## config.mk

```make
export PLATFORM = sky130hd
export DESIGN_NAME = serial_subtractor
export DESIGN_NICKNAME = d
export VERILOG_FILES = /design/src/rtl/serial_subtractor.sv
export SDC_FILE = /design/constraint.sdc
export NUM_CORES = 1
export LEC_CHECK = 0
export ABC_CLOCK_PERIOD_IN_PS = 2500
export BUFFER_PORTS_ARGS = -buffer_cell sky130_fd_sc_hd__buf_2
export CORE_MARGIN = 2
export CORE_UTILIZATION = 40
export DETAILED_ROUTE_END_ITERATION = 8
export PLACE_DENSITY_LB_ADDON = 0.25
export SETUP_SLACK_MARGIN = 0.5
export SLEW_MARGIN = 20
export SYNTH_ARGS = -nofsm -noshare
export SYNTH_HDL_FRONTEND = slang
export SYNTH_SLANG_ARGS = --single-unit
```

## constraint.sdc

```tcl
create_clock -name clk_i -period 2.5 [get_ports clk_i]
set_clock_uncertainty 0.1 [all_clocks]
set_input_delay 0.5 -clock clk_i [delete_from_list [all_inputs] [get_ports clk_i]]
set_output_delay 0.5 -clock clk_i [all_outputs]
set_load 0.005 [all_outputs]
```

## src/rtl/serial_subtractor.sv

```systemverilog
// Bit-serial unsigned subtractor: diff = a - b - bin, one bit per cycle, LSB first.
// Latency WIDTH cycles from accept to done; start is only honoured in IDLE or DONE.
module serial_subtractor #(
  parameter int WIDTH = 8
) (
  input  logic             clk_i,
  input  logic             rst_i,
  input  logic             start_i,
  input  logic [WIDTH-1:0] a_i,
  input  logic [WIDTH-1:0] b_i,
  input  logic             bin_i,
  output logic             busy_o,
  output logic             done_o,
  output logic [WIDTH-1:0] diff_o,
  output logic             bout_o
);

  localparam int CW = (WIDTH > 2) ? $clog2(WIDTH) : 1;
  localparam logic [CW-1:0] LAST_BIT = CW'(WIDTH - 1);

  typedef enum logic [1:0] {IDLE, RUN, DONE} state_t;

  state_t           state, state_nxt;
  logic             load;
  logic             last;
  logic [WIDTH-1:0] a_sr, b_sr, res_sr;
  logic [CW-1:0]    cnt;
  logic             br, br_nxt, d;

  // Full-subtractor cell on the current LSBs.
  assign d      = a_sr[0] ^ b_sr[0] ^ br;
  assign br_nxt = (~a_sr[0] & b_sr[0]) | (~(a_sr[0] ^ b_sr[0]) & br);
  assign last   = (cnt == LAST_BIT);

  always_comb begin
    state_nxt = state;
    load      = 1'b0;
    case (state)
      IDLE: begin
        if (start_i) begin
          load      = 1'b1;
          state_nxt = RUN;
        end
      end
      RUN: begin
        if (last) state_nxt = DONE;
      end
      DONE: begin
        if (start_i) begin
          load      = 1'b1;
          state_nxt = RUN;
        end else begin
          state_nxt = IDLE;
        end
      end
      default: state_nxt = IDLE;
    endcase
  end

  always_ff @(posedge clk_i) begin
    if (rst_i) state <= IDLE;
    else       state <= state_nxt;
  end

  always_ff @(posedge clk_i) begin
    if (rst_i) begin
      a_sr   <= '0;
      b_sr   <= '0;
      res_sr <= '0;
      cnt    <= '0;
      br     <= 1'b0;
      diff_o <= '0;
      bout_o <= 1'b0;
    end else if (load) begin
      a_sr   <= a_i;
      b_sr   <= b_i;
      res_sr <= '0;
      cnt    <= '0;
      br     <= bin_i;
    end else if (state == RUN) begin
      a_sr   <= a_sr >> 1;
      b_sr   <= b_sr >> 1;
      res_sr <= {d, res_sr[WIDTH-1:1]};
      cnt    <= cnt + 1'b1;
      br     <= br_nxt;
      // Publish the result only as DONE is entered; it holds until the next one.
      if (last) begin
        diff_o <= {d, res_sr[WIDTH-1:1]};
        bout_o <= br_nxt;
      end
    end
  end

  assign busy_o = (state == RUN);
  assign done_o = (state == DONE);

endmodule
```

# Yosys cells after proc, flatten, opt, wreduce, memory -nomap -nowiden
# Index checks and enable logic that the tools add are counted.
# classes
addsub,1
n_eq_ne,5
n_mux,12
n_bitwise,8
reduce_logical,6
# ops
cell,count
$mux W8,4
$pmux W2 S3,1
$mux W1,5
$mux W2,2
$reduce_or A2 Y1,2
$add A3 B1 Y3 const B,1
$eq A3 B3 Y1 const B,1
$not A1 Y1,3
$reduce_and A3 Y1,1
$and A1 B1 Y1,2
$eq A2 B1 Y1 const B,1
$eq A2 B2 Y1 const B,1
$logic_not A2 Y1,1
$ne A2 B1 Y1 const B,1
$ne A2 B2 Y1 const B,1
$reduce_and A2 Y1,1
$reduce_bool A2 Y1,1
$xor A1 B1 Y1,2
$or A1 B1 Y1,1
# totals
register_bits,39
output_inout_bits,11

# Depth between registers and ports, before layout
# Gate-level depths: netlist of run 1.
# depth
word_depth,6
mapped_depth,5
ltp_nobuf,5

# Worst setup path after synthesis of run 1
# No wires, ideal clock.
# synth_path
path_type,reg-to-output
startpoint,register state[1]
endpoint,output port busy_o
arrival_time_ns,0.751
t_required_ns,1.900
setup_slack_ns,1.149
stages_incl_launch_ff,4
cell_sequence,dfxtp_1 -> nand2b_2 -> inv_4 -> buf_2
# synth_between
elab_chain_len,1
# synth_lines
item,line,source
start: declaration,23,"state_t state, state_nxt;"
start signal: assignment,62,else state <= state_nxt;
$eq A2 B1 Y1,94,assign busy_o = (state == RUN);
end: declaration,12,"output logic busy_o,"
# No other way between the ends.

# Worst setup path after layout of run 1
# layout_path
startpoint,register state[0]
endpoint,output port busy_o
# Same word-level chain as after synthesis.

==> impl_metrics.py, run 1 <==
metrics = {
    "clock_tree": {
        "ctsHoldBuffers": 0,
        "cts_tree": "done",
        "cts_sinks": 38,
        "cts_setup_buffers": 0,
        "cts_root_buf": "clkbuf_8",
        "cts-resized-gates": 0,
        "clock_path_buffers": 2,
        "cts-buffers-inserted": 5,
        "clk_latency_ns": 0.28,
        "htree_levels": 2,
        "clkTransAtPathRegs_ns": 0.07,
    },
    "placement": {
        "io_buffers": 30,
        "placedCellCount": 243,
        "place.gp.congestion": 0.7141,
        "hpwl_mm": 1.998,
    },
    "logic_synthesis": {
        "ys_types": 28,
        "synth-seq-cells": 38,
        "synth_area_leader_cell": "dfxtp_1",
        "syn_inst": 176,
        "yosysMostFrequentCell": "dfxtp_1",
        "seq_area_frac_synth_pct": 49.51,
        "yosys_warnings": 0,
        "synth_common_cells": "38 x dfxtp_1, 37 x nand2_1, 21 x a21oi_1, 15 x nor3_1, 11 x nand3_1",
        "synth-async-reset-ratio_pct": 0,
        "synth_fp_nets": 199,
        "ys.flop_type": "dfxtp_1",
        "synth_area_per_cell_sq_um": 8.730,
        "synth_top_cell_area_share_pct": 49.51,
        "netlist_area_sq_um": 1536,
        "netlist_top_cells_area": "dfxtp_1 50%, nand2_1 9.0%, a21oi_1 6.8%, nor3_1 4.9%, nand3_1 3.6%",
        "synth_edf_count": 0,
    },
    "timing": {
        "post-route-min-period_ns": 1.861,
        "slew_headroom_pct": 72.20,
        "maxSlewViolCount": 0,
        "period_share_pct": 74.44,
        "clock.fmax_mhz": 537.3,
        "worst_pin_slew_ns": 0.4169,
        "hold_viol_final": 0,
        "fin_setup_tns_ns": 0,
        "setup_viol": 0,
        "rsz0062_at_grt": "false",
    },
    "layout": {
        "stdcell_count": 251,
        "syn_to_final_growth_pct": 15.96,
        "seq_area_sq_um": 760.7,
        "multiInputGateArea_sq_um": 664.4,
        "layout.nets": 225,
        "drive_above_1_share_pct": 22.66,
        "fillers": 367,
        "antennaDiodeCount": 0,
    },
    "grt": {
        "grt_util_all_layers_pct": 15.76,
        "busiest_layer": "met2",
        "grt_pass1_vias": 1157,
        "use_met3_pct": 5.451,
        "grt_start_max_net_pins": 36,
        "antenna_found_initial": 0,
        "overflow": 0,
        "grtUsageMet2_pct": 24.87,
        "grt_pass1_wl_mm": 5.209,
        "gr-usage-met1_pct": 19.72,
    },
    "worst_hold_path": {
        "hp-class": "reg2reg",
    },
    "critical_path": {
        "cp-start-kind": "flop",
        "cp_slowest_cell": "dfxtp_1",
        "crit_type": "reg2out",
        "arrival_ns": 1.26,
        "r2r_slack_ns": 0.76,
        "crit_buf_inv": 2,
        "required_ns": 1.90,
        "cpPeakStageDelay_ns": 0.42,
        "worstPathCellList": "nand2b_2 > inv_4 > buf_2",
        "end_kind": "output pin",
        "cp_max_fo": 35,
        "cp_top_family": "buffers and inverters",
    },
    "floorplanning": {
        "core_sq_um": 3689,
        "initial_core_util_pct": 41.66,
        "core.rowCount": 22,
        "ioPinCount": 31,
        "die_area_sq_um": 4353,
        "fp.dieH_um": 65.98,
        "die_w_um": 65.98,
    },
    "job": {
        "drv_cap": 0,
    },
    "routing": {
        "wl_mm": 2.998,
        "drt-initial-drc-count": 45,
        "first_pass_iters": 4,
        "ant_nets": 0,
        "drc_errors": 0,
        "vias": 1280,
        "drt-wirelength-per-cell_um": 11.94,
        "viasPerCell": 5.100,
    },
    "power_and_ir_drop": {
        "irDropWorstVdd_v": 0.0003324,
        "p_int_uw": 970.4,
        "clkPwrFrac_pct": 37.5,
        "powerDensity_nw_per_um2": 709.9,
        "sw_frac_of_total_pct": 23.27,
        "p_comb_share_pct": 11.1,
        "power_frac_seq_pct": 51.5,
        "power.switching_uw": 294.3,
        "p_leak_uw": 0.0006879,
    },
    "outcome": {
        "status": "finished clean",
    },
}
[worst reg2reg max path: stages (launching register included)]
cell and delay, ns:
dfxtp_1 0.36, ha_1 0.16, ha_1 0.41, nand3b_1 0.35, nand2_1 0.17, a21oi_1 0.07
[power groups by stage]
stage | Sequential, uW | Combinational, uW | Clock [uW]
after global routing | 655 | 158 | 520
after detailed placement | 664 | 141 | 0
after CTS | 651 | 141 | 489
after global placement | 663 | 138 | 0
after floorplan | 660 | 118 | 0
final | 651 | 140 | 474
[layout make-up]
| class | instances | share of cell area [%] |
|---|---|---|
| timing repair buffer | 33 | 9.691 |
| sequential | 38 | 42.70 |
| tap | 48 | 3.371 |
| clock buffer | 8 | 6.180 |
| inverter | 3 | 0.7725 |
| multi-input combinational | 121 | 37.29 |
[cell usage in the layout, fill, tap and decap left out]
master / count
a21oi_1: 21
a22oi_1: 1
a2bb2oi_1: 1
a311oi_1: 5
a311oi_2: 2
buf_2: 30
buf_4: 3
clkbuf_8: 8
dfxtp_1: 38
fa_1: 1
ha_1: 2
inv_1: 2
inv_4: 1
mux2i_1: 1
nand2_1: 37
nand2b_1: 1
nand2b_2: 1
nand2b_4: 1
nand3_1: 11
nand3b_1: 1
nor2_1: 8
nor2b_1: 2
nor3_1: 15
o21a_1: 1
o22ai_1: 8
xnor2_1: 1
[cell families after synthesis]
| family | synth area share (%) |
|---|---|
| simple gates | 22.64 |
| compound gates | 16.45 |
| flops | 49.51 |
| buf+inv | 7.248 |
| fa+ha+maj | 2.931 |
| xor+xnor | 0.5701 |
| mux | 0.6515 |
[worst paths after layout]
| path | startpoint | end | cells after the start |
|---|---|---|---|
| worst min-delay path | diff_o[0] | diff_o[0] | 2 |
| worst min register to register | diff_o[0] | diff_o[0] | 2 |
| worst max-delay path | state[0] | busy_o | 3 |
| worst max register to register | cnt[0] | diff_o[5] | 5 |
[state kept, by name (all words and copies together), names as in the netlist]
register	flops
a_sr	8
b_sr	8
diff_o	8
res_sr	7
cnt	3
state	2
bout_o	1
br	1
[routing by layer]
metal  vias to the layer above  part of all wire [%]
met3                         2                   5.3
met1                       586                    47
li1                        658                     -
met4                         0                  0.73
met2                        34                    47
met5                         -                     0
[per-stage QoR]
stage	utilization [%]	hold WS, ns	area, sq um	total power, uW	worst slack, ns
4_1_cts	48.30	0.3505	1782	1281	0.6269
3_3_place_gp	45.32	0.3419	1672	800.5	0.7795
6_report	48.30	0.3508	1782	1265	0.6389
2_1_floorplan	-	0.3366	1536	778.4	1.149
5_1_grt	48.30	0.3657	1782	1332	0.5345
3_5_place_dp	45.32	0.3447	1672	804.6	0.6984
Power figures use the tool's default switching activity.
==> inputs of run 2 (changes only) <==
--- a/config.mk
+++ b/config.mk
@@ -5,7 +5,7 @@
 export SDC_FILE = /design/constraint.sdc
 export NUM_CORES = 1
 export LEC_CHECK = 0
-export ABC_CLOCK_PERIOD_IN_PS = 2500
+export ABC_CLOCK_PERIOD_IN_PS = 1510
 export BUFFER_PORTS_ARGS = -buffer_cell sky130_fd_sc_hd__buf_2
 export CORE_MARGIN = 2
 export CORE_UTILIZATION = 40
==> constraint.sdc (replaced) <==
create_clock -name clk_i -period 1.51 [get_ports clk_i]
set_clock_uncertainty 0.1 [all_clocks]
set_input_delay 0.302 -clock clk_i [delete_from_list [all_inputs] [get_ports clk_i]]
set_output_delay 0.302 -clock clk_i [all_outputs]
set_load 0.005 [all_outputs]
==> impl_metrics.py, run 2 (same netlist as run 1, synthesis figures left out) <==
metrics = {
    "layout": {
        "drive_above_1_share_pct": 55.84,
        "final_cell_mix": "27 x nand2_1, 25 x buf_2, 22 x dfxtp_1",
        "syn_to_final_growth_pct": 50.08,
        "layout_commonest_cell": "nand2_1",
        "antennaDiodeCount": 0,
        "largestRegisters": "a_sr: 8 flops, b_sr: 8 flops, diff_o: 8 flops",
        "layout.nets": 253,
        "final_util_pct": 62.52,
    },
    "placement": {
        "place.gp.congestion": 0.7494,
        "io_buffers": 30,
        "hpwl_mm": 2.302,
    },
    "power_and_ir_drop": {
        "p_leak_uw": 0.0008821,
        "power.switching_uw": 606.1,
        "p_int_uw": 1626,
        "p_comb_share_pct": 18.4,
        "sw_frac_of_total_pct": 27.15,
        "power_frac_seq_pct": 49.0,
        "clkPwrFrac_pct": 32.6,
        "irDropWorstVdd_v": 0.0005657,
        "powerDensity_nw_per_um2": 968.1,
    },
    "critical_path": {
        "worstPathCellList": "nand2b_4 > inv_8 > buf_6",
        "cp_slowest_cell": "dfxtp_2",
        "arrival_ns": 0.96,
        "cp-start-kind": "flop",
        "crit_type": "reg2out",
        "cpPeakStageDelay_ns": 0.33,
        "end_kind": "output pin",
        "cp_max_fo": 4,
        "required_ns": 1.11,
    },
    "clock_tree": {
        "htree_levels": 2,
        "cts_root_buf": "clkbuf_8",
        "clk_latency_ns": 0.30,
        "cts-buffers-inserted": 5,
        "clkTransAtPathRegs_ns": 0.08,
        "ctsHoldBuffers": 0,
        "cts_sinks": 38,
        "clock_path_buffers": 2,
        "cts_tree": "done",
    },
    "floorplanning": {
        "die_w_um": 65.98,
        "core_sq_um": 3689,
        "die_area_sq_um": 4353,
        "initial_core_util_pct": 41.66,
        "core.rowCount": 22,
        "ioPinCount": 31,
        "fp.dieH_um": 65.98,
    },
    "routing": {
        "drt-wirelength-per-cell_um": 14.30,
        "vias": 1454,
        "drt-initial-drc-count": 67,
        "first_pass_iters": 4,
        "viasPerCell": 5.211,
        "drc_errors": 0,
        "ant_nets": 0,
        "wl_mm": 3.990,
    },
    "timing": {
        "slew_headroom_pct": 80.44,
        "period_share_pct": 89.88,
        "fin_setup_tns_ns": 0,
        "post-route-min-period_ns": 1.357,
        "rsz0062_at_grt": "true",
        "hold_viol_final": 0,
        "clock.fmax_mhz": 736.9,
        "worst_pin_slew_ns": 0.2934,
        "setup_viol": 0,
        "maxSlewViolCount": 0,
    },
    "job": {
        "drv_cap": 0,
    },
    "grt": {
        "grt_pass1_wl_mm": 6.161,
        "grt_pass1_vias": 1326,
        "grt_start_max_net_pins": 19,
        "grt_util_all_layers_pct": 19.06,
        "overflow": 0,
        "antenna_found_initial": 0,
    },
    "outcome": {
        "status": "finished clean",
    },
    "worst_hold_path": {
        "hp-class": "in2reg",
    },
}
[run 2: repair_timing]
action | CTS | global route
setup endpoints to repair | 49 | 49
buffers inserted | 9 | 9
pin swaps | 2 | 11
resized for setup | 28 | 39
gates cloned | 2 | 2
[run 2: final cells by class]
| class | instances | area, sq um |
|---|---|---|
| Timing Repair inverter | 2 | 22.52 |
| Multi-Input combinational cell | 122 | 874.6 |
| Tap cell | 48 | 60.06 |
| Inverter | 3 | 18.77 |
| Timing Repair Buffer | 58 | 455.4 |
| Sequential cell | 38 | 783.3 |
| Fill cell | 311 | 1383 |
| Clock inverter | 1 | 5.005 |
| Clock buffer | 7 | 86.33 |
[run 2: final timing paths]
path,from,endpoint,slack (ns),cells past startpoint
max,state[1],busy_o,0.15,3
min,a_i[7],a_sr[7],0.15,3
max reg2reg,cnt[0],diff_o[5],0.20,6
min reg2reg,diff_o[6],diff_o[6],0.35,2
[run 2: worst max-delay path: cells and delay by family (launching register included)]
kind	cells	cell delay, ns
flops	1	0.33
simple gates	1	0.18
buf+inv	2	0.15
[run 2: metal layers]
metal | GRT usage, % | part of all wire (%) | vias up | wire length [um]
li1 | - | - | 723 | -
met1 | 23.99 | 46 | 692 | 1820
met2 | 30.30 | 48 | 31 | 1911
met3 | 4.259 | 4.1 | 8 | 165
met4 | 10.20 | 2.3 | 0 | 93
met5 | 0 | 0 | - | 0
[run 2: power by group through the flow]
| stage | sequential, uW | combinational [uW] | clock, uW |
|---|---|---|---|
| 2_1_floorplan | 1100 | 216 | 0 |
| 3_3_place_gp | 1100 | 261 | 0 |
| 3_5_place_dp | 1110 | 272 | 0 |
| 4_1_cts | 1090 | 323 | 741 |
| 5_1_grt | 1100 | 444 | 793 |
| 6_report | 1090 | 410 | 728 |
[run 2: metrics by stage]
stage	instance area, sq um	total power, uW	worst slack, ns	std cells	hold WS, ns
after floorplan	1638	1315	0.3205	176	0.3392
after global placement	1798	1366	0.1819	249	0.3504
after detailed placement	1798	1379	0.1322	249	0.3526
after CTS	2051	2153	0.1646	268	0.1538
after global routing	2306	2335	0.1149	279	0.1481
final	2306	2232	0.1529	279	0.1517
==> inputs of run 3 (changes only) <==
--- a/config.mk
+++ b/config.mk
@@ -8,9 +8,10 @@
 export ABC_CLOCK_PERIOD_IN_PS = 1510
 export BUFFER_PORTS_ARGS = -buffer_cell sky130_fd_sc_hd__buf_2
 export CORE_MARGIN = 2
-export CORE_UTILIZATION = 40
+export CORE_UTILIZATION = 48
 export DETAILED_ROUTE_END_ITERATION = 8
-export PLACE_DENSITY_LB_ADDON = 0.25
+export GPL_ROUTABILITY_DRIVEN = 0
+export PLACE_DENSITY_LB_ADDON = 0.1
 export SETUP_SLACK_MARGIN = 0.5
 export SLEW_MARGIN = 20
 export SYNTH_ARGS = -nofsm -noshare
==> impl_metrics.py, run 3 (same netlist as run 1, synthesis figures left out) <==
metrics = {
    "outcome": {
        "status": "finished clean",
    },
    "routing": {
        "vias": 1441,
        "viasPerCell": 5.317,
        "first_pass_iters": 4,
        "ant_nets": 0,
        "wl_mm": 3.712,
        "drc_errors": 0,
        "drt-wirelength-per-cell_um": 13.70,
        "drt-initial-drc-count": 107,
    },
    "timing": {
        "rsz0062_at_grt": "true",
        "maxSlewViolCount": 0,
        "period_share_pct": 93.31,
        "post-route-min-period_ns": 1.409,
        "clock.fmax_mhz": 709.8,
        "fin_setup_tns_ns": 0,
        "hold_viol_final": 0,
        "slew_headroom_pct": 84.96,
        "setup_viol": 0,
        "worst_pin_slew_ns": 0.2240,
        "hold_slack_ns": 0.09870,
    },
    "floorplanning": {
        "core_sq_um": 3053,
        "fp.dieH_um": 60.58,
        "die_w_um": 60.58,
        "die_area_sq_um": 3669,
        "ioPinCount": 31,
        "initial_core_util_pct": 50.33,
        "core.rowCount": 20,
    },
    "clock_tree": {
        "clk_latency_ns": 0.35,
        "clkTransAtPathRegs_ns": 0.11,
        "htree_levels": 2,
        "cts_root_buf": "clkbuf_4",
        "clock_path_buffers": 2,
        "cts-buffers-inserted": 5,
        "cts_sinks": 38,
        "cts_tree": "done",
    },
    "critical_path": {
        "reg2reg_from": "state[1]",
        "reg2reg_depth": 5,
        "arrival_ns": 1.01,
        "cp_max_fo": 3,
        "worstPathCellList": "nand2b_4 > inv_12 > buf_6",
        "crit_buf_inv": 2,
        "r2r_slack_ns": 0.12,
        "cp-start-kind": "flop",
        "end_kind": "output pin",
        "cp_slowest_cell": "dfxtp_2",
        "r2r-end": "b_sr[4]",
        "cp_top_family": "flip-flops",
        "cpPeakStageDelay_ns": 0.34,
        "required_ns": 1.11,
        "crit_type": "reg2out",
    },
    "layout": {
        "fillers": 248,
        "drive_above_1_share_pct": 47.14,
        "syn_to_final_growth_pct": 40.39,
        "antennaDiodeCount": 0,
        "layout_commonest_cell": "nand2_1",
        "final_util_pct": 70.66,
        "final_cell_mix": "32 x nand2_1, 27 x buf_2, 22 x dfxtp_1",
        "largestRegisters": "a_sr: 8 flops, b_sr: 8 flops, diff_o: 8 flops",
        "layout.nets": 249,
    },
    "worst_hold_path": {
        "min_to": "a_sr[7]",
        "hp-class": "in2reg",
        "min_path_cells": 3,
        "hp-start": "a_i[7]",
    },
    "power_and_ir_drop": {
        "p_leak_uw": 0.0008402,
        "irDropWorstVdd_v": 0.0006705,
        "powerDensity_nw_per_um2": 1001,
    },
    "grt": {
        "grt_start_max_net_pins": 17,
        "antenna_found_initial": 0,
        "grt_util_all_layers_pct": 22.68,
        "grt_pass1_vias": 1339,
        "overflow": 0,
        "grt_pass1_wl_mm": 6.023,
    },
    "placement": {
        "hpwl_mm": 2.278,
        "io_buffers": 30,
    },
    "job": {
        "drv_cap": 0,
    },
}
run 3: layout make-up:
class	count	area (sq um)	area share (%)
Timing Repair inverter	1	11.26	0.5220
Tap cell	44	55.05	2.552
Clock buffer	7	55.05	2.552
Sequential cell	38	783.3	36.31
Timing Repair Buffer	56	416.7	19.32
Inverter	3	23.77	1.102
Multi-Input combinational cell	121	782.0	36.25
Clock inverter	1	30.03	1.392
run 3: per-stage QoR:
step	instance area (sq um)	instances	power [uW]	worst slack, ns
after floorplan	1638	176	1315	0.3205
after global placement	1773	244	1360	0.1646
after detailed placement	1773	244	1371	0.09926
after CTS	2112	269	2165	0.08702
after global routing	2157	271	2246	0.05529
final	2157	271	2160	0.1011
run 3: power breakdown:
part	internal [uW]	switching [uW]
logic	169	178
clock network	395	331
registers	1050	34.4
run 3: layer usage:
metal	routed length (um)	global-route usage, %
met1	1540	26.53
met2	1920	39.94
met3	191	5.117
met4	61	9.317
met5	0	0
run 3: worst min-delay path, cell delays in order:
cell and delay, ns:
buf_2 0.09, nand2_1 0.04, a21oi_1 0.06
run 3: worst max path at each step:
| stage | start | cells after the start | slack, ns | end |
|---|---|---|---|---|
| after floorplan | cnt[0] | 5 | 0.32 | diff_o[1] |
| after global placement | cnt[1] | 5 | 0.16 | diff_o[1] |
| after detailed placement | cnt[0] | 5 | 0.1 | diff_o[5] |
| after CTS | state[1] | 3 | 0.09 | busy_o |
| after global routing | state[1] | 3 | 0.06 | busy_o |
| final | state[1] | 3 | 0.10 | busy_o |
run 3: repair_timing:
action / 4_1_cts / 5_1_grt
hold buffers: 0 / 0
pin swaps: 7 / 6
endpoints found under the setup margin: 49 / 49
gates resized for setup: 35 / 6
cloned: 3 / 0
buffers inserted: 14 / 2
